$ cat src/rtl/recv_arbiter.sv
// recv_arbiter: round-robin sharing of one frame receiver among NUM_REQ byte-stream sources.
module recv_arbiter #(
  parameter int NUM_REQ = 4,
  parameter int TIMEOUT = 2048,
  parameter int ID_W    = $clog2(NUM_REQ)
) (
  input  logic                 clk,
  input  logic                 rst,
  input  logic                 en,
  input  logic [NUM_REQ-1:0]   req,
  input  logic [NUM_REQ*8-1:0] req_data,
  output logic [NUM_REQ-1:0]   gnt,
  output logic                 rx_start,
  output logic [7:0]           rx_data,
  output logic                 rx_abort,
  input  logic                 rx_ready,
  input  logic                 rx_vld,
  input  logic [7:0]           rx_out,
  output logic                 done,
  output logic [ID_W-1:0]      done_id,
  output logic [1:0]           done_status,
  output logic                 busy
);
  typedef enum logic [2:0] {IDLE, START, ACTIVE, ABORT, REPORT} state_t;
  state_t state, nxt;
  logic [ID_W-1:0] winner, ptr, pick;
  logic found;
  logic [15:0] cnt;
  logic last_vld;
  logic [7:0] last_out;
  logic [1:0] frame_status;
  // first requester after the pointer, wrapping so the pointer itself is searched last
  always_comb begin
    pick = '0;
    found = 1'b0;
    for (int i = 1; i <= NUM_REQ; i++) begin
      if (!found && req[(int'(ptr) + i) % NUM_REQ]) begin
        found = 1'b1;
        pick = ID_W'((int'(ptr) + i) % NUM_REQ);
      end
    end
  end
  always_comb frame_status = !last_vld ? 2'd2 : (last_out == 8'h00) ? 2'd0 : 2'd1;
  always_comb begin
    nxt = state;
    case (state)
      IDLE:    nxt = (en && rx_ready && found) ? START : IDLE;
      START:   nxt = ACTIVE;
      ACTIVE:  nxt = rx_ready ? REPORT : (cnt == 16'(TIMEOUT - 1)) ? ABORT : ACTIVE;
      ABORT:   nxt = REPORT;
      default: nxt = IDLE;
    endcase
  end
  always_ff @(posedge clk or posedge rst) begin
    if (rst) begin
      state       <= IDLE;
      winner      <= '0;
      ptr         <= ID_W'(NUM_REQ - 1);
      cnt         <= '0;
      last_vld    <= 1'b0;
      last_out    <= '0;
      done_id     <= '0;
      done_status <= '0;
    end else begin
      state <= nxt;
      if (state == IDLE && nxt == START) winner <= pick;
      if (state == START) begin
        ptr      <= winner;
        cnt      <= '0;
        last_vld <= 1'b0;
        last_out <= '0;
      end
      if (state == ACTIVE) begin
        cnt      <= cnt + 16'd1;
        last_vld <= rx_vld;
        last_out <= rx_out;
      end
      if (nxt == REPORT) begin
        done_id     <= winner;
        done_status <= (state == ABORT) ? 2'd3 : frame_status;
      end
    end
  end
  assign gnt      = (state == START || state == ACTIVE) ? NUM_REQ'(1) << winner : '0;
  assign rx_data  = (gnt != '0) ? req_data[8*winner +: 8] : 8'h00;
  assign rx_start = state == START;
  assign rx_abort = state == ABORT;
  assign done     = state == REPORT;
  assign busy     = state != IDLE;
endmodule

$ cat config.mk
export PLATFORM = sky130hd
export DESIGN_NAME = recv_arbiter
export DESIGN_NICKNAME = d
export VERILOG_FILES = /design/src/rtl/recv_arbiter.sv
export SDC_FILE = /design/constraint.sdc
export NUM_CORES = 1
export LEC_CHECK = 0
export CORE_MARGIN = 1
export CORE_UTILIZATION = 45
export DETAILED_ROUTE_END_ITERATION = 6
export HOLD_SLACK_MARGIN = 0.03
export PLACE_DENSITY_LB_ADDON = 0.25
export SKIP_LAST_GASP = 1
export SLEW_MARGIN = 25
export SYNTH_ARGS = -nofsm -noshare
export SYNTH_HDL_FRONTEND = slang
export SYNTH_SLANG_ARGS = --single-unit
$ cat constraint.sdc
create_clock -name clk -period 2.16 [get_ports clk]
set_input_delay 0.216 -clock clk [delete_from_list [all_inputs] [get_ports clk]]
set_output_delay 0.216 -clock clk [all_outputs]
set_load 0.01 [all_outputs]
==> metrics.txt <==
critical-path cell list=buf_4 > or3b_4 > nand2_2 > and2_1 > clkdlybuf4s50_1; Post-Place Cells=293; drt via density=5.62; via count=1715; cell type with the largest total area after synthesis=dfrtp_1; RR Startpoint=state[1]; critical path capture point=rx_data[0]; Avg Cell Area, Syn=10.8 µm²; Crit path largest cell delay=0.52 ns; Period minus WS final=2.21 ns; clk buf depth=2; Finished Layout Cells=305; Post-Syn Instances=178; GR Overflow Total=0; fillcell total=331; Area growth, synth to finish=47.4%; Place WS=0.0872 ns; die extent in x=67.5 µm; fmax=452 MHz; crit path from=state[1]; largest net degree at the start of global routing=37; register bit total from synthesis=36; ys async rst share=100%; CTS tree=done; Clock Skews=0.00704 ns; Netlist cell types=43; dpl hpwl=3.54 mm; reg2reg end=cnt[15]; final-report setup violation count=2; first-pass GRT wire length=7.62 mm; GRT Resource Usage Total=23.4%; clock-pin slew on the worst setup and hold paths=0.08 ns; maximum VDD drop=0.670 mV; routed wire length=4.99 mm; Leakage Power=1.36 nW; Slowest-stage cell, CP=clkdlybuf4s50_1; initial antenna violation count=0; Core Region=4060 µm²; Synth Warn #=0; drt pass-1 iters=4; hold-fix buffers at CTS=0; die height=67.5 µm; Max FO, Critical Path=5; ys flop type=dfrtp_1; fin nets=304; design area=2840 µm²; critical path class=flop to output port; syn_nets=228; remaining antenna violation count after routing=0; delay-heaviest family, CP=simple AND/OR/NAND/NOR gates; die area=4550 µm²; final worst path period share=103%; worst path bufs/invs=2; layout cells sized above 1=15.7%; top cells by area, synth=dfrtp_1 (44%), mux4_2 (9.3%), mux2i_1 (4.7%), a22o_1 (4.5%), nand2_1 (4.3%); Simple-Gate Fraction of Synth Area=19.8%; Least-Margin Pin Slew=0.539 ns; main combinational cell family by area after synthesis=simple AND/OR/NAND/NOR gates; WP data required=1.94 ns; status=finished, violations left; Hold Vio Cnt, Final=0; clk root buf=clkbuf_8; adder-cell share of the synthesized area=0.649%; vias in the first global route=1632; final setup slack of the worst path=-0.0546 ns; Arr. time, crit path=2.00 ns; Pwr Total=0.00269 W; Ports=69; DR DRC count=0; Rows=23; RSZ-0062 raised after global routing=true; length in cells of the worst reg-to-reg path=6; failing checks=negative setup slack; GPL Wtd Cong=0.750; relative slew slack=63.8%; fin. max-slew vios=0; max cap viols=0; Num CTS Buffers=5; wire per inst=16.4 µm; WP depth=5; Worst-Skew Late Latency=0.29 ns; CP Capture Type=output port; compound-gate portion of the synthesized area=13.7%; Startpoint Class=flop; XOR/XNOR Fraction of Synth Area=0%; HP Class=primary input to async pin; register area share after synthesis=46.8%; starting DRC count in detailed routing=65; Sink Count=36; Synth Cell Area=1930 µm²; pwr dens=945 nW/µm²; I/O Buffers=68; Synth top area share=44.1%; initial core utilization=47.5%; Post-synth EDFFs=0; r2r setup slk=0.24 ns; Diodes inserted=0; post-synthesis mux area share=15.2%; Setup TNS Final=-0.109 ns; DP Area=2680 µm²; H-tree level count=2
==> per-layer routing <==
layer  wire length [µm]  GRT usage, %  vias to the layer above  share of wire (%)
li1                   -             -                      821                  -
met1               1980          28.1                      836                 40
met2               2630          38.9                       54                 53
met3                339          7.94                        4                6.8
met4                 51          7.71                        0                1.0
met5                  0             0                        -                  0
==> how the worst min path moves through the flow <==
stage / start / end / slack, ns / depth (start not counted)
5_1_grt: rst / last_out[0] / 0.38 / 3
4_1_cts: rst / cnt[8] / 0.33 / 3
6_report: rst / cnt[8] / 0.32 / 3
2_1_floorplan: rx_ready / state[1] / 0.32 / 1
3_5_place_dp: ptr[0] / ptr[0] / 0.48 / 2
3_3_place_gp: cnt[15] / cnt[15] / 0.47 / 1
==> state kept, by name, summed over array words and instances, names as in the netlist <==
signal and count:
cnt 16, last_out 8, state 3, done_id 2
done_status 2, ptr 2, winner 2, last_vld 1
==> worst reg2reg max path, cell delays in order, from the launching register on <==
cell,delay [ns]
dfrtp_1,0.39
buf_4,0.13
or3b_4,0.41
buf_4,0.20
nor4_4,0.40
nand4_1,0.16
mux2i_1,0.14
==> cells in the final DEF (no fill, tap or decap), types with 3 or more instances in the layout <==
cell type,synthesis,routed
nor2_1,8,7
nand4_1,4,4
mux4_2,8,8
clkdlybuf4s50_1,0,58
dfrtp_1,34,33
buf_4,0,9
nand3_1,6,6
a22o_1,10,10
nor4_1,3,3
inv_1,5,5
o211ai_1,3,3
nand2_1,22,21
nor3_1,3,3
dlymetal6s2s_1,0,5
o221ai_1,3,3
o21ai_0,7,7
a21oi_1,3,3
o31ai_1,3,3
dlygate4sd2_1,0,5
mux2i_1,9,9
clkbuf_8,0,6
and2_1,8,8
nor3b_1,3,3
==> layout make-up <==
class                      count  area, µm²  area share (%)
clock inverter                 2       15.0           0.528
tap                           50       62.6            2.20
inverter                       6       22.5           0.792
multi-input combinational    126        980            34.4
timing repair buffer          79        777            27.3
clock buffer                   6       82.6            2.90
sequential                    36        905            31.8
==> per-stage QoR <==
| stage | hold slack (ns) | util (%) |
|---|---|---|
| after global routing | 0.379 | 70.1 |
| after global placement | 0.466 | 66.1 |
| after CTS | 0.326 | 69.6 |
| after floorplan | 0.324 | - |
| after detailed placement | 0.478 | 66.1 |
| final | 0.319 | 70.1 |
==> where the power goes <==
group          internal, W  total, W  switching, W
sequential        0.000863   0.00103      0.000170
clock             0.000258  0.000508      0.000250
combinational     0.000681   0.00115      0.000466
==> cells by family after synthesis <==
| group | count (synthesis) |
|---|---|
| flops | 36 |
| mux | 19 |
| compound gates | 36 |
| fa+ha+maj | 1 |
| buf+inv | 17 |
| simple gates | 69 |
==> Yosys cell counts (all sizes together), types with 4 or more instances <==
cell type / number
clkbuf: 8
a22o: 10
o21ai: 7
nor2: 8
dfrtp: 34
and2: 8
nand3: 6
mux4: 8
nand4: 4
mux2i: 9
inv: 6
nor4: 5
nand2: 22
==> repair_timing <==
item / CTS / global route
resized for setup: 12 / 6
gates cloned: 1 / 0
endpoints found under the hold margin: 0 / 0
setup buffers: 3 / 0
endpoints found under the setup margin: 12 / 10
Note: power is estimated with default switching activity, not from simulation.
